## src/rtl/id_ex_stage_pkg.sv

```systemverilog
//------------------------------------------------------------------------------
// Module   : id_ex_stage_pkg
// Brief    : ALU op codes, RV32I opcodes, operand-select codes and the decode
//            helper shared by the ID/EX stage.
// Revision : 1.0 - initial release
//------------------------------------------------------------------------------
`default_nettype none

package id_ex_stage_pkg;

    localparam logic [3:0] ALU_AND  = 4'd0;
    localparam logic [3:0] ALU_OR   = 4'd1;
    localparam logic [3:0] ALU_XOR  = 4'd2;
    localparam logic [3:0] ALU_SLL  = 4'd3;
    localparam logic [3:0] ALU_SRL  = 4'd4;
    localparam logic [3:0] ALU_SRA  = 4'd5;
    localparam logic [3:0] ALU_ADD  = 4'd6;
    localparam logic [3:0] ALU_SUB  = 4'd7;
    localparam logic [3:0] ALU_SLT  = 4'd8;
    localparam logic [3:0] ALU_SLTU = 4'd9;

    localparam logic [6:0] OPC_OP     = 7'b0110011;
    localparam logic [6:0] OPC_OP_IMM = 7'b0010011;
    localparam logic [6:0] OPC_LOAD   = 7'b0000011;
    localparam logic [6:0] OPC_STORE  = 7'b0100011;
    localparam logic [6:0] OPC_BRANCH = 7'b1100011;
    localparam logic [6:0] OPC_LUI    = 7'b0110111;
    localparam logic [6:0] OPC_AUIPC  = 7'b0010111;
    localparam logic [6:0] OPC_JAL    = 7'b1101111;
    localparam logic [6:0] OPC_JALR   = 7'b1100111;

    localparam logic [1:0] ARG1_SEL_RS1  = 2'd0;
    localparam logic [1:0] ARG1_SEL_ZERO = 2'd1;
    localparam logic [1:0] ARG1_SEL_PC   = 2'd2;

    localparam logic [1:0] ARG2_SEL_RS2  = 2'd0;
    localparam logic [1:0] ARG2_SEL_IMM  = 2'd1;
    localparam logic [1:0] ARG2_SEL_FOUR = 2'd2;

    typedef struct packed {
        logic [3:0] alu_op;
        logic [1:0] arg1_sel;
        logic [1:0] arg2_sel;
        logic       reg_wen;
        logic       illegal;
    } dec_t;

    function automatic logic [3:0] alu_from_funct3(input logic [2:0] funct3,
                                                   input logic       alt);
        logic [3:0] op;
        case (funct3)
            3'b000:  op = alt ? ALU_SUB : ALU_ADD;
            3'b001:  op = ALU_SLL;
            3'b010:  op = ALU_SLT;
            3'b011:  op = ALU_SLTU;
            3'b100:  op = ALU_XOR;
            3'b101:  op = alt ? ALU_SRA : ALU_SRL;
            3'b110:  op = ALU_OR;
            default: op = ALU_AND;
        endcase
        return op;
    endfunction

    function automatic dec_t decode(input logic [6:0] opcode,
                                    input logic [2:0] funct3,
                                    input logic       funct7_b5,
                                    input logic       rd_nonzero);
        dec_t d;
        d.alu_op   = ALU_ADD;
        d.arg1_sel = ARG1_SEL_RS1;
        d.arg2_sel = ARG2_SEL_RS2;
        d.reg_wen  = 1'b0;
        d.illegal  = 1'b0;
        case (opcode)
            OPC_OP: begin
                d.alu_op  = alu_from_funct3(funct3, funct7_b5);
                d.reg_wen = rd_nonzero;
            end
            OPC_OP_IMM: begin
                // instr[30] is an immediate bit except on shift-right
                d.alu_op   = alu_from_funct3(funct3, funct7_b5 && (funct3 == 3'b101));
                d.arg2_sel = ARG2_SEL_IMM;
                d.reg_wen  = rd_nonzero;
            end
            OPC_LOAD: begin
                d.arg2_sel = ARG2_SEL_IMM;
                d.reg_wen  = rd_nonzero;
            end
            OPC_STORE: begin
                d.arg2_sel = ARG2_SEL_IMM;
            end
            OPC_BRANCH: begin
                case (funct3[2:1])
                    2'b10:   d.alu_op = ALU_SLT;
                    2'b11:   d.alu_op = ALU_SLTU;
                    default: d.alu_op = ALU_SUB;
                endcase
            end
            OPC_LUI: begin
                d.arg1_sel = ARG1_SEL_ZERO;
                d.arg2_sel = ARG2_SEL_IMM;
                d.reg_wen  = rd_nonzero;
            end
            OPC_AUIPC: begin
                d.arg1_sel = ARG1_SEL_PC;
                d.arg2_sel = ARG2_SEL_IMM;
                d.reg_wen  = rd_nonzero;
            end
            OPC_JAL, OPC_JALR: begin
                d.arg1_sel = ARG1_SEL_PC;
                d.arg2_sel = ARG2_SEL_FOUR;
                d.reg_wen  = rd_nonzero;
            end
            default: begin
                d.illegal = 1'b1;
            end
        endcase
        return d;
    endfunction

endpackage

`default_nettype wire

```

## src/rtl/id_ex_stage_fwd_mux.sv

```systemverilog
//------------------------------------------------------------------------------
// Module   : fwd_mux
// Brief    : Single-operand forward select; EX/MEM beats MEM/WB beats held data.
// Revision : 1.0 - initial release
//------------------------------------------------------------------------------
`default_nettype none

module fwd_mux #(
    parameter int WORD_SIZE  = 32,
    parameter int REG_ADDR_W = 5
) (
    input  logic [REG_ADDR_W-1:0] i_rs,
    input  logic [WORD_SIZE-1:0]  i_held_data,
    input  logic                  i_exmem_wen,
    input  logic [REG_ADDR_W-1:0] i_exmem_rd,
    input  logic [WORD_SIZE-1:0]  i_exmem_result,
    input  logic                  i_memwb_wen,
    input  logic [REG_ADDR_W-1:0] i_memwb_rd,
    input  logic [WORD_SIZE-1:0]  i_memwb_result,
    output logic [WORD_SIZE-1:0]  o_data
);

    logic w_exmem_hit;
    logic w_memwb_hit;

    assign w_exmem_hit = i_exmem_wen && (i_exmem_rd == i_rs) && (i_rs != '0);
    assign w_memwb_hit = i_memwb_wen && (i_memwb_rd == i_rs) && (i_rs != '0);

    always_comb begin
        o_data = i_held_data;
        if (w_exmem_hit) begin
            o_data = i_exmem_result;
        end else if (w_memwb_hit) begin
            o_data = i_memwb_result;
        end
    end

endmodule

`default_nettype wire

```

## src/rtl/id_ex_stage.sv

```systemverilog
//------------------------------------------------------------------------------
// Module   : id_ex_stage
// Brief    : ID/EX pipeline register, ALU op decode and operand select.
//            Forwarding and stall refresh are built only with ALU_FWD_EN.
// Revision : 1.0 - initial release
//------------------------------------------------------------------------------
`default_nettype none

module id_ex_stage #(
    parameter int WORD_SIZE  = 32,
    parameter int REG_ADDR_W = 5
) (
    input  logic                  clk,
    input  logic                  rst,
    input  logic                  id_valid,
    output logic                  id_ready,
    input  logic [WORD_SIZE-1:0]  id_pc,
    input  logic [6:0]            id_opcode,
    input  logic [2:0]            id_funct3,
    input  logic                  id_funct7_b5,
    input  logic [REG_ADDR_W-1:0] id_rs1,
    input  logic [REG_ADDR_W-1:0] id_rs2,
    input  logic [REG_ADDR_W-1:0] id_rd,
    input  logic [WORD_SIZE-1:0]  id_rs1_data,
    input  logic [WORD_SIZE-1:0]  id_rs2_data,
    input  logic [WORD_SIZE-1:0]  id_imm,
    input  logic                  flush,
    input  logic                  ex_ready,
    input  logic                  exmem_wen,
    input  logic [REG_ADDR_W-1:0] exmem_rd,
    input  logic [WORD_SIZE-1:0]  exmem_result,
    input  logic                  memwb_wen,
    input  logic [REG_ADDR_W-1:0] memwb_rd,
    input  logic [WORD_SIZE-1:0]  memwb_result,
    output logic                  ex_valid,
    output logic [3:0]            alu_op,
    output logic [WORD_SIZE-1:0]  arg1,
    output logic [WORD_SIZE-1:0]  arg2,
    output logic [WORD_SIZE-1:0]  ex_store_data,
    output logic [REG_ADDR_W-1:0] ex_rd,
    output logic                  ex_reg_wen,
    output logic [WORD_SIZE-1:0]  ex_pc,
    output logic                  ex_illegal
);

    import id_ex_stage_pkg::*;

    localparam logic [WORD_SIZE-1:0] c_link_offset = WORD_SIZE'(4);

    logic                  r_valid;
    logic [WORD_SIZE-1:0]  r_pc;
    logic [WORD_SIZE-1:0]  r_rs1_data;
    logic [WORD_SIZE-1:0]  r_rs2_data;
    logic [WORD_SIZE-1:0]  r_imm;
    logic [REG_ADDR_W-1:0] r_rs1;
    logic [REG_ADDR_W-1:0] r_rs2;
    logic [REG_ADDR_W-1:0] r_rd;
    logic [3:0]            r_alu_op;
    logic [1:0]            r_arg1_sel;
    logic [1:0]            r_arg2_sel;
    logic                  r_reg_wen;
    logic                  r_illegal;

    logic                  w_capture;
    dec_t                  w_dec;
    logic                  w_exmem_wen;
    logic                  w_memwb_wen;
    logic                  w_refresh_rs1;
    logic                  w_refresh_rs2;
    logic [WORD_SIZE-1:0]  w_rs1_fwd;
    logic [WORD_SIZE-1:0]  w_rs2_fwd;
    logic [WORD_SIZE-1:0]  w_store_fwd;

    assign id_ready  = !r_valid || ex_ready;
    assign w_capture = id_valid && id_ready;
    assign w_dec     = decode(id_opcode, id_funct3, id_funct7_b5, id_rd != '0);

`ifdef ALU_FWD_EN
    logic w_stall;

    assign w_exmem_wen   = exmem_wen;
    assign w_memwb_wen   = memwb_wen;
    // A result retiring from MEM/WB while stalled would otherwise be lost
    assign w_stall       = r_valid && !ex_ready;
    assign w_refresh_rs1 = w_stall && memwb_wen && (memwb_rd == r_rs1) && (r_rs1 != '0);
    assign w_refresh_rs2 = w_stall && memwb_wen && (memwb_rd == r_rs2) && (r_rs2 != '0);
`else
    logic w_unused_fwd;

    assign w_exmem_wen   = 1'b0;
    assign w_memwb_wen   = 1'b0;
    assign w_refresh_rs1 = 1'b0;
    assign w_refresh_rs2 = 1'b0;
    assign w_unused_fwd  = exmem_wen ^ memwb_wen;
`endif

    always_ff @(posedge clk) begin
        if (rst) begin
            r_valid    <= 1'b0;
            r_pc       <= '0;
            r_rs1_data <= '0;
            r_rs2_data <= '0;
            r_imm      <= '0;
            r_rs1      <= '0;
            r_rs2      <= '0;
            r_rd       <= '0;
            r_alu_op   <= ALU_AND;
            r_arg1_sel <= ARG1_SEL_RS1;
            r_arg2_sel <= ARG2_SEL_RS2;
            r_reg_wen  <= 1'b0;
            r_illegal  <= 1'b0;
        end else begin
            if (flush) begin
                r_valid <= 1'b0;
            end else if (w_capture) begin
                r_valid <= 1'b1;
            end else if (ex_ready) begin
                r_valid <= 1'b0;
            end

            if (w_capture) begin
                r_pc       <= id_pc;
                r_rs1_data <= id_rs1_data;
                r_rs2_data <= id_rs2_data;
                r_imm      <= id_imm;
                r_rs1      <= id_rs1;
                r_rs2      <= id_rs2;
                r_rd       <= id_rd;
                r_alu_op   <= w_dec.alu_op;
                r_arg1_sel <= w_dec.arg1_sel;
                r_arg2_sel <= w_dec.arg2_sel;
                r_reg_wen  <= w_dec.reg_wen;
                r_illegal  <= w_dec.illegal;
            end else begin
                if (w_refresh_rs1) begin
                    r_rs1_data <= memwb_result;
                end
                if (w_refresh_rs2) begin
                    r_rs2_data <= memwb_result;
                end
            end
        end
    end

    fwd_mux #(.WORD_SIZE(WORD_SIZE), .REG_ADDR_W(REG_ADDR_W)) u_fwd_rs1 (
        .i_rs          (r_rs1),
        .i_held_data   (r_rs1_data),
        .i_exmem_wen   (w_exmem_wen),
        .i_exmem_rd    (exmem_rd),
        .i_exmem_result(exmem_result),
        .i_memwb_wen   (w_memwb_wen),
        .i_memwb_rd    (memwb_rd),
        .i_memwb_result(memwb_result),
        .o_data        (w_rs1_fwd)
    );

    fwd_mux #(.WORD_SIZE(WORD_SIZE), .REG_ADDR_W(REG_ADDR_W)) u_fwd_rs2 (
        .i_rs          (r_rs2),
        .i_held_data   (r_rs2_data),
        .i_exmem_wen   (w_exmem_wen),
        .i_exmem_rd    (exmem_rd),
        .i_exmem_result(exmem_result),
        .i_memwb_wen   (w_memwb_wen),
        .i_memwb_rd    (memwb_rd),
        .i_memwb_result(memwb_result),
        .o_data        (w_rs2_fwd)
    );

    fwd_mux #(.WORD_SIZE(WORD_SIZE), .REG_ADDR_W(REG_ADDR_W)) u_fwd_store (
        .i_rs          (r_rs2),
        .i_held_data   (r_rs2_data),
        .i_exmem_wen   (w_exmem_wen),
        .i_exmem_rd    (exmem_rd),
        .i_exmem_result(exmem_result),
        .i_memwb_wen   (w_memwb_wen),
        .i_memwb_rd    (memwb_rd),
        .i_memwb_result(memwb_result),
        .o_data        (w_store_fwd)
    );

    always_comb begin
        case (r_arg1_sel)
            ARG1_SEL_ZERO: arg1 = '0;
            ARG1_SEL_PC:   arg1 = r_pc;
            default:       arg1 = w_rs1_fwd;
        endcase
    end

    always_comb begin
        case (r_arg2_sel)
            ARG2_SEL_IMM:  arg2 = r_imm;
            ARG2_SEL_FOUR: arg2 = c_link_offset;
            default:       arg2 = w_rs2_fwd;
        endcase
    end

    assign ex_valid      = r_valid;
    assign alu_op        = r_alu_op;
    assign ex_store_data = w_store_fwd;
    assign ex_rd         = r_rd;
    assign ex_reg_wen    = r_reg_wen;
    assign ex_pc         = r_pc;
    assign ex_illegal    = r_illegal;

endmodule

`default_nettype wire

```

## config.mk

```make
export PLATFORM = sky130hd
export DESIGN_NAME = id_ex_stage
export DESIGN_NICKNAME = d
export VERILOG_FILES = /design/src/rtl/id_ex_stage_pkg.sv /design/src/rtl/id_ex_stage_fwd_mux.sv /design/src/rtl/id_ex_stage.sv
export SDC_FILE = /design/constraint.sdc
export NUM_CORES = 1
export LEC_CHECK = 0
export BUFFER_PORTS_ARGS = -buffer_cell sky130_fd_sc_hd__buf_2
export CAP_MARGIN = 15
export CORE_AREA = 2 2 146 148
export CTS_BUF_LIST = sky130_fd_sc_hd__clkbuf_16
export CTS_CLUSTER_DIAMETER = 200
export DETAILED_ROUTE_END_ITERATION = 8
export DIE_AREA = 0 0 148 150
export GPL_TIMING_DRIVEN = 0
export PLACE_DENSITY = 0.76
export SYNTH_ARGS = -nofsm -noshare
export SYNTH_HDL_FRONTEND = slang
export SYNTH_HIERARCHICAL = 1
export SYNTH_SLANG_ARGS = --single-unit
```

## constraint.sdc

```tcl
create_clock -name clk -period 5.8 [get_ports clk]
set_clock_uncertainty 0.15 [all_clocks]
set_input_delay 1.74 -clock clk [delete_from_list [all_inputs] [get_ports clk]]
set_output_delay 1.74 -clock clk [all_outputs]
set_load 0.05 [all_outputs]
```

Word level (Yosys, flattened, before mapping)
Index checks and enable logic that the tools add are counted.
{"block": "word_totals", "inputBits": 235, "ramBits": 0, "out_inout_bits": 141, "latch_bits": 0, "rom_bits": 0, "word_cells": 61, "memories": 0, "register_bits": 144}
{"block": "classes", "div": 0, "n_eq_ne": 21, "n_bitwise": 0, "mux": 16, "mul": 0, "n_lt_le_gt_ge": 0, "reduce_logical": 13, "n_addsub": 0, "shift": 0}
{"cell": "$pmux 32 s2", "count": 2}
{"cell": "$pmux 4 s7", "count": 2}
{"cell": "$eq 7x6->1 const B", "count": 3}
{"cell": "$eq 7x7->1 const B", "count": 3}
{"cell": "$eq 7x5->1 const B", "count": 2}
{"cell": "$pmux 4 s3", "count": 1}
{"cell": "$eq 3x3->1 const B", "count": 3}
{"cell": "$reduce_or 9->1", "count": 1}
{"cell": "$eq 2x2->1 const B", "count": 4}
{"cell": "$mux 1", "count": 8}
{"cell": "$pmux 2 s2", "count": 2}
{"cell": "$pmux 4 s2", "count": 1}
{"cell": "$eq 7x2->1 const B", "count": 1}
{"cell": "$reduce_or 7->1", "count": 1}
{"cell": "$eq 3x2->1 const B", "count": 2}
{"cell": "$reduce_bool 5->1", "count": 1}
{"cell": "$reduce_or 5->1", "count": 1}
{"cell": "$eq 2x1->1 const B", "count": 2}
{"cell": "$reduce_or 2->1", "count": 2}
{"cell": "$eq 3x1->1 const B", "count": 1}
{"cell": "$logic_not 3->1", "count": 1}
{"cell": "$reduce_or 3->1", "count": 1}
{"cell": "$logic_and 1x1->1", "count": 2}
{"cell": "$reduce_bool 2->1", "count": 1}
{"cell": "other kinds (2)", "count": 2}

Depth between registers and ports, before layout
Gate-level depths: netlist of the first run.
{"block": "depth", "depth_word": 5, "mapped_depth": 8, "depth_no_buf": 6}

Hierarchy
The synthesis of the first run kept the hierarchy.
{"module": "id_ex_stage", "seq_area_each_um2": 3083.0, "area_per_inst_um2": 6471.2, "cells_per_inst": 919, "instances": 1}
{"module": "fwd_mux", "seq_area_each_um2": 0.0, "area_per_inst_um2": 1103.6, "cells_per_inst": 198, "instances": 3}

Worst setup path before layout of the first run
Ideal clock, no wire load.
{"block": "synth_path", "path_kind": "reg2out", "from": "register r_arg2_sel[0]", "to": "output arg2[11]", "required_ns": 3.910, "path_slack_ns": 1.794, "n_path_buf": 2, "stages_incl_launch_ff": 6, "arrival_ns": 2.116, "cell_sequence": "dfxtp_1 inv_1 ha_1 clkbuf_1 clkbuf_1 o21ai_0"}
{"block": "synth_via", "elab_chain_cells": 2, "elab_cells_between_ends": 3}
{"element": "start: declaration", "line": "id_ex_stage.sv:60", "rtl": "logic [1:0] r_arg2_sel;"}
{"element": "start signal: assignment", "line": "id_ex_stage.sv:131", "rtl": "r_arg2_sel <= w_dec.arg2_sel;"}
{"element": "$eq 2x2->1 or $eq 2x1->1 (tied branches)", "line": "id_ex_stage.sv:190", "rtl": "case (r_arg2_sel)"}
{"element": "$pmux 32 s2 (*)", "line": "id_ex_stage.sv:190"}
{"element": "end: declaration", "line": "id_ex_stage.sv:38", "rtl": "output logic [WORD_SIZE-1:0] arg2,"}
Mark *: on every way between the ends. The rest lies on a longest branch, timed or not.

Final worst setup path of the first run
{"block": "layout_path", "from": "register r_arg2_sel[0]", "to": "output arg2[0]"}
The elaborated chain is that of the path after synthesis.

==> results.yml, run 1 <==
status:
  outcome: "finished clean"
synthesis:
  async_flop_share_pct: 0
  synth_enable_flop_cells: 0
  ys_types: 44
  synth_area_leaders: "dfxtp_1, nand2_1, o21ai_0"
  synth_flop_cell: "dfxtp_1"
  synth_top_area_share_pct: 31.52
  synth.ff_latch_count: 154
  ys_seq_area_share_pct: 31.52
  ys.warnings.count: 6
  avgSynthCellArea_um2: 6.465
  syn_inst: 1513
  synth_area_um2: 9782
  yosysTopAreaCell: "dfxtp_1"
clocking:
  path_clk_slew_ns: 0.07
  insertion_delay_ns: 0.43
  cts_tree: "yes"
  clock_path_buffers: 2
  cts_resized: 0
  cts_setup_buffers: 0
  h-tree-depth: 4
  cts_made_buffers: 17
  clock-root-buffer: "clkbuf_16"
  clock_sinks: 154
  cts_hold_buffers: 0
drt:
  wl_per_cell_um: 19.10
  drt_pre_antenna_iters: 6
  detail-route-antenna-nets: 0
  via_count: 12230
  drc: 0
  via_per_inst: 5.554
  dr.first_iter.drc_count: 1366
  finalWirelength_um: 42060
sta:
  rsz0062_at_grt: "false"
  hold_viol_final: 0
  min_period_ns: 4.439
  worst_hold_slack_ns: 0.3026
  fin_crit_sh_pct: 76.54
  fin_tns_setup_ns: 0
  slew_headroom_pct: 60.07
  setup_viol: 0
  worst_slack_ns: 1.361
  worst_slew_pin_slew_ns: 0.5972
  timing.fmax_mhz: 225.3
  slew_violations: 0
floorplan:
  initial_core_util_pct: 47.28
  die_h_um: 150
  core_area_um2: 20690
  io_pins: 376
  fp.dieW_um: 148
  rows: 53
  fp.dieArea_um2: 22200
global_route:
  overflow: 0
  track_usage_pct: 36.53
  antenna_found_initial: 5
  grt_pass1_wl_um: 62880
  grt_max_degree: 17
  grt_pass1_vias: 11520
critical_path:
  worstPathRequired_ns: 3.91
  crit_type: "flop to output port"
  crit_arrival_ns: 2.55
  cpPeakStageDelay_ns: 0.48
  crit_chain: "inv_1, ha_1, clkbuf_1, clkbuf_1, nand2_1, o21ai_0, buf_2"
  slowest_stage: "dfxtp_1"
  crit_buf_inv: 4
  path_delay_family: "buffers and inverters"
  cp_common_cell: "clkbuf_1"
  cp_max_fo: 10
  r2r_setup_slack_ns: 3.90
  cp-end-kind: "output port"
  worstSetupStartpointType: "flop"
final_layout:
  stdcell_count: 2202
  nets: 2148
  layout-drive-gt1-share_pct: 24.97
  nFillCells: 2103
  syn_to_final_growth_pct: 28.66
placed_design:
  io_buffers: 373
  place_inst: 2166
  dp_slack_ns: 1.660
  dp.final_hpwl_um: 34020
  place_congestion: 0.9988
pwr:
  p_per_area_nw_per_um2: 249.3
  finalPower_mw: 3.138
  vdd_drop_max_uv: 188.8
  p_leak_nw: 5.439
run:
  cap_violations: 0
hold_path:
  hold_path.class: "flop to flop"
-- through the flow --
step,util (%),instance area [µm²]
after global routing,60.83,12590
after global placement,58.06,12010
after detailed placement,58.06,12010
after floorplan,-,9801
final,60.83,12590
after CTS,60.77,12570
-- cell type report --
cell class	instances	area (µm²)	area share [%]
Multi-Input combinational cell	1126	5665	45.01
Timing Repair Buffer	373	1867	14.83
Tap cell	275	344.1	2.734
Clock buffer	17	425.4	3.380
Inverter	102	382.9	3.042
Buffer	136	669.4	5.319
Sequential cell	154	3083	24.50
Antenna cell	5	12.51	0.09941
Clock inverter	14	136.4	1.084
-- cell families after synthesis --
logic type / Yosys count / synth area share (%)
buf+inv: 238 / 10.76
flops: 154 / 31.52
compound gates: 427 / 24.25
xor+xnor: 31 / 2.776
fa+ha+maj: 3 / 0.3838
simple gates: 659 / 30.28
other cells: 1 / 0.03834
-- cells in the mapped netlist (2+ instances only) --
cell type and number:
nand2_1 425, o21ai_0 157, dfxtp_1 154, a21oi_1 150, inv_1 102, nor3_1 98
a31oi_1 97, or3_1 96, clkbuf_1 73, buf_4 33, xnor2_1 31, buf_2 28
nor2_1 10, nand4_1 6, o21ai_1 6, a211oi_1 4, o211ai_2 4, ha_1 3
o211ai_4 3, or2_1 3, or4_4 3, and2b_1 2, buf_1 2, nand3_1 2
or4_1 2
-- state kept, by name (all words and copies together), names as in the netlist, 4 cells and up --
signal and cells:
r_rs2_data 32, alu_op 4, ex_pc 32, r_rs1_data 32
r_rs1 5, r_rs2 5, ex_rd 5, r_imm 32
-- cell usage in the layout (no fill, tap or decap), types with 2 or more instances in the layout --
cell,netlist,layout
a211oi_1,4,4
a21oi_1,150,150
a31oi_1,97,97
and2b_1,2,2
buf_1,2,2
buf_2,28,401
buf_4,33,33
clkbuf_1,73,73
clkbuf_16,0,17
clkinv_2,0,2
clkinv_4,0,2
clkinvlp_4,0,2
conb_1,1,6
dfxtp_1,154,154
diode_2,0,5
ha_1,3,3
inv_1,102,102
inv_6,0,6
nand2_1,425,425
nand3_1,2,2
nand4_1,6,6
nor2_1,10,10
nor3_1,98,98
o211ai_2,4,4
o211ai_4,3,3
o21ai_0,157,157
o21ai_1,6,6
or2_1,3,3
or3_1,96,96
or4_1,2,2
or4_4,3,3
xnor2_1,31,31
-- path summary, 6_finish.rpt --
path | startpoint | endpoint | cells past startpoint
max | r_arg2_sel[0] | arg2[0] | 7
min reg2reg | r_rs1_data[25] | r_rs1_data[25] | 2
max reg2reg | ex_valid | r_rs2_data[30] | 6
min | r_rs1_data[25] | r_rs1_data[25] | 2
-- power by group --
part           switching (mW)  total [mW]  internal, mW
clock                   0.507        1.11         0.599
sequential             0.0477        1.17          1.12
combinational           0.622       0.866         0.245
-- per-layer routing --
| metal | routed length [µm] | up-vias | GRT usage [%] |
|---|---|---|---|
| met1 | 16480 | 5492 | 43.63 |
| met4 | 1804 | 0 | 16.57 |
| li1 | - | 5925 | - |
| met3 | 3725 | 121 | 6.799 |
| met2 | 20050 | 692 | 63.77 |
| met5 | 0 | - | 0 |
-- worst register-to-register path, cell delays in order (launching register included) --
cell and delay, ns:
dfxtp_1 0.39, nand2b_4 0.10, nand2_2 0.25, buf_2 0.36, buf_2 0.30, nand2_1 0.10
a21oi_1 0.17
Power figures use the tool's default switching activity.
==> run 2: changes to the inputs <==
--- a/config.mk
+++ b/config.mk
@@ -7,13 +7,12 @@
 export LEC_CHECK = 0
 export BUFFER_PORTS_ARGS = -buffer_cell sky130_fd_sc_hd__buf_2
 export CAP_MARGIN = 15
-export CORE_AREA = 2 2 146 148
+export CORE_UTILIZATION = 45
 export CTS_BUF_LIST = sky130_fd_sc_hd__clkbuf_16
 export CTS_CLUSTER_DIAMETER = 200
 export DETAILED_ROUTE_END_ITERATION = 8
-export DIE_AREA = 0 0 148 150
 export GPL_TIMING_DRIVEN = 0
-export PLACE_DENSITY = 0.76
+export PLACE_DENSITY = 0.75
 export SYNTH_ARGS = -nofsm -noshare
 export SYNTH_HDL_FRONTEND = slang
 export SYNTH_HIERARCHICAL = 1
==> constraint.sdc (replaced) <==
create_clock -name clk -period 3.95 [get_ports clk]
set_clock_uncertainty 0.15 [all_clocks]
set_input_delay 1.185 -clock clk [delete_from_list [all_inputs] [get_ports clk]]
set_output_delay 1.185 -clock clk [all_outputs]
set_load 0.05 [all_outputs]
==> results.yml, run 2 (synthesis results as in run 1) <==
status:
  outcome: "finished clean"
sta:
  worst_slew_pin_slew_ns: 0.6243
  slew_violations: 0
  fin_tns_setup_ns: 0
  setup_viol: 0
  slew_headroom_pct: 58.26
  hold_viol_final: 0
  min_period_ns: 3.796
  worst_slack_ns: 0.1535
  fin_crit_sh_pct: 96.11
  rsz0062_at_grt: "false"
  timing.fmax_mhz: 263.4
  worst_hold_slack_ns: 0.3039
run:
  cap_violations: 0
final_layout:
  utilization_pct: 59.58
  multi_input_area_um2: 5665
  syn_to_final_growth_pct: 28.86
  nFillCells: 2112
  layout_commonest_cell: "nand2_1"
  layout-drive-gt1-share_pct: 25.20
  stdcell_count: 2204
  seqCellArea_um2: 3083
  fin_area_um2: 12600
  final_cell_mix: "nand2_1, buf_2, o21ai_0"
  nets: 2146
global_route:
  met2_usage_pct: 62.34
  grt_pass1_vias: 11110
  met3_usage_pct: 7.348
  grt_max_degree: 18
  met1_usage_pct: 45.70
  antenna_found_initial: 8
  overflow: 0
  top_usage_layer: "met2"
  track_usage_pct: 36.86
  grt_pass1_wl_um: 62650
drt:
  dr.first_iter.drc_count: 935
  via_count: 12150
  wl_per_cell_um: 18.95
  via_per_inst: 5.514
  finalWirelength_um: 41770
  drt_pre_antenna_iters: 8
  drc: 0
  detail-route-antenna-nets: 0
critical_path:
  worstSetupStartpointType: "flop"
  cp_max_fo: 10
  cp-end-kind: "output port"
  worstPathRequired_ns: 2.61
  crit_arrival_ns: 2.46
  crit_type: "flop to output port"
placed_design:
  place_congestion: 0.9869
  dp_slack_ns: 0.3920
  dp.final_hpwl_um: 33870
  io_buffers: 373
  place_inst: 2166
  placed_cell_area_um2: 12010
clocking:
  clock-root-buffer: "clkbuf_16"
  insertion_delay_ns: 0.43
  clock_sinks: 154
  h-tree-depth: 4
  clock_path_buffers: 2
  cts_setup_buffers: 0
  cts_made_buffers: 17
  cts_tree: "yes"
  cts_hold_buffers: 0
  path_clk_slew_ns: 0.08
floorplan:
  die_h_um: 149.4
  rows: 53
  core_area_um2: 21150
  initial_core_util_pct: 46.24
  fp.dieW_um: 149.4
  io_pins: 376
  fp.dieArea_um2: 22330
pwr:
  p_leak_nw: 5.458
  p_per_area_nw_per_um2: 366.6
  power_frac_seq_pct: 37.1
  p_int_mw: 2.844
  power_frac_clock_pct: 35.6
  p_switching_mw: 1.777
  finalPower_mw: 4.621
  comb_power_share_pct: 27.4
  vdd_drop_max_uv: 267.9
  p_sw_share_pct: 38.46
hold_path:
  hold_path.class: "flop to flop"
[run 2: cell type report]
cell class | count | share of cell area (%)
multi-input cells | 1126 | 44.95
flip-flops and latches | 154 | 24.46
repair buffers | 373 | 14.81
plain buffers | 134 | 5.291
clock buffers | 17 | 3.375
inverters | 102 | 3.038
well taps | 275 | 2.730
clock inverters | 15 | 1.191
diodes | 8 | 0.1588
[run 2: power groups by stage]
stage	clock [mW]	combinational [mW]	sequential (mW)
after floorplan	0	0.729	1.81
after global placement	0	1.21	1.74
after detailed placement	0	1.22	1.75
after CTS	1.65	1.22	1.71
after global routing	1.72	1.35	1.72
final	1.64	1.26	1.71
[run 2: path summary, 6_finish.rpt]
| path | slack [ns] | depth (start not counted) | endpoint | startpoint |
|---|---|---|---|---|
| hold / removal | 0.30 | 2 | r_rs1_data[8] | r_rs1_data[8] |
| setup reg to reg | 1.84 | 6 | r_rs2_data[30] | ex_valid |
| hold reg to reg | 0.30 | 2 | r_rs1_data[8] | r_rs1_data[8] |
| setup / recovery | 0.15 | 5 | arg2[13] | r_arg2_sel[0] |
[run 2: critical path, cell delays in order (launching register included)]
cell and delay [ns]:
dfxtp_1 0.50, inv_1 0.08, ha_1 0.52, clkbuf_1 0.43, o21ai_0 0.24, buf_2 0.26
[run 2: metal layers]
metal  part of all wire [%]  vias to the layer above
li1                       -                     5912
met1                     40                     5534
met2                     47                      643
met4                    2.9                        0
met3                    9.2                       64
met5                      0                        -
[run 2: repair_timing]
item,CTS,global route
endpoints found under the setup margin,3,21
endpoints found under the hold margin,0,0
gates resized for setup,3,2
==> run 3: changes to the inputs <==
--- a/config.mk
+++ b/config.mk
@@ -8,7 +8,6 @@
 export BUFFER_PORTS_ARGS = -buffer_cell sky130_fd_sc_hd__buf_2
 export CAP_MARGIN = 15
 export CORE_UTILIZATION = 45
-export CTS_BUF_LIST = sky130_fd_sc_hd__clkbuf_16
 export CTS_CLUSTER_DIAMETER = 200
 export DETAILED_ROUTE_END_ITERATION = 8
 export GPL_TIMING_DRIVEN = 0
==> constraint.sdc (replaced) <==
create_clock -name clk -period 3.95 [get_ports clk]
set_clock_uncertainty 0.15 [all_clocks]
set_input_delay 1.185 -clock clk [delete_from_list [all_inputs] [get_ports clk]]
set_output_delay 1.185 -clock clk [all_outputs]
set_load 0.02 [all_outputs]
==> results.yml, run 3 (synthesis results as in run 1) <==
status:
  outcome: "finished clean"
sta:
  worst_slew_pin_slew_ns: 0.6151
  worst_hold_slack_ns: 0.3045
  fin_tns_setup_ns: 0
  worst_slack_ns: 0.03515
  rsz0062_at_grt: "true"
  setup_viol: 0
  timing.fmax_mhz: 255.4
  slew_violations: 0
  fin_crit_sh_pct: 99.11
  min_period_ns: 3.915
  hold_viol_final: 0
  slew_headroom_pct: 58.87
critical_path:
  worstPathRequired_ns: 2.61
  crit_type: "flop to output port"
  crit_start: "r_arg2_sel[0]"
  cp_max_fo: 10
  crit_arrival_ns: 2.58
  worstSetupStartpointType: "flop"
  worst_r2r_startpoint: "ex_valid"
  cp-end-kind: "output port"
clocking:
  clock-root-buffer: "clkbuf_16"
  path_clk_slew_ns: 0.08
  clock_sinks: 154
  cts_tree: "yes"
  cts_made_buffers: 17
  clock_path_buffers: 2
  insertion_delay_ns: 0.43
  h-tree-depth: 4
  cts_hold_buffers: 0
placed_design:
  placed_cell_area_um2: 12010
  place_congestion: 0.9869
  io_buffers: 373
  place_inst: 2166
  dp_slack_ns: 0.4913
  dp.final_hpwl_um: 33870
pwr:
  power_frac_clock_pct: 37.4
  p_int_mw: 2.846
  finalPower_mw: 4.401
  p_leak_nw: 5.456
  power_frac_seq_pct: 38.9
  comb_power_share_pct: 23.7
  vdd_drop_max_uv: 268.0
  p_switching_mw: 1.555
  p_sw_share_pct: 35.34
  p_per_area_nw_per_um2: 349.0
floorplan:
  initial_core_util_pct: 46.24
  fp.dieArea_um2: 22330
  die_h_um: 149.4
  io_pins: 376
  fp.dieW_um: 149.4
  core_area_um2: 21150
  rows: 53
drt:
  wl_met1_um: 17110
  wl_per_cell_um: 19.01
  finalWirelength_um: 41940
  wl_met2_um: 19870
  via_count: 12110
  drc: 0
  top_layer: "met4"
  wl_met3_um: 3653
  dr.first_iter.drc_count: 1009
  drt_pre_antenna_iters: 6
  via_per_inst: 5.487
  detail-route-antenna-nets: 0
final_layout:
  stdcell_count: 2206
  final_cell_mix: "nand2_1, buf_2, o21ai_0"
  fin_area_um2: 12610
  syn_to_final_growth_pct: 28.93
  nets: 2148
  layout-drive-gt1-share_pct: 25.17
  layout_commonest_cell: "nand2_1"
  utilization_pct: 59.62
  nFillCells: 2108
global_route:
  track_usage_pct: 36.86
  antenna_found_initial: 8
  grt_pass1_vias: 11110
  grt_max_degree: 18
  grt_pass1_wl_um: 62620
  overflow: 0
run:
  cap_violations: 0
hold_path:
  hold_path.class: "flop to flop"
  worstHoldStart: "r_rs1_data[27]"
[run 3: power groups by stage]
stage                     Clock [mW]  Sequential, mW  Combinational, mW
after global placement             0            1.74              0.986
after floorplan                    0            1.75              0.562
after CTS                       1.65            1.71               1.00
after detailed placement           0            1.75              0.996
final                           1.65            1.71               1.04
after global routing            1.72            1.72               1.12
[run 3: timing repair]
| item | CTS | global route |
|---|---|---|
| setup endpoints to repair | 0 | 29 |
| setup buffers | 0 | 0 |
| gates resized for setup | 0 | 8 |
[run 3: final cells by class]
cell class / instances / area [µm²] / share of cell area [%]
well taps: 275 / 344.1 / 2.728
clock buffers: 18 / 429.2 / 3.403
flip-flops and latches: 154 / 3083 / 24.44
clock inverters: 14 / 146.4 / 1.161
multi-input cells: 1126 / 5665 / 44.92
diodes: 8 / 20.02 / 0.1587
inverters: 102 / 382.9 / 3.036
plain buffers: 136 / 674.4 / 5.347
repair buffers: 373 / 1867 / 14.80
[run 3: worst paths after layout]
check | to | slack, ns | cells past startpoint
setup / recovery | arg2[13] | 0.04 | 6
hold / removal | r_rs1_data[27] | 0.30 | 2
setup reg to reg | r_rs2_data[30] | 1.83 | 6
hold reg to reg | r_rs1_data[27] | 0.30 | 2
[run 3: critical path, cell delays in order (launching register included)]
cell	delay [ns]
dfxtp_1	0.50
inv_1	0.08
ha_1	0.27
clkbuf_1	0.40
clkbuf_1	0.45
o21ai_0	0.23
buf_2	0.21
[run 3: routing by layer]
layer / track usage, % / vias up
met5: 0 / -
met4: 14.49 / 0
met3: 7.348 / 70
met2: 62.34 / 648
met1: 45.68 / 5467
li1: - / 5920
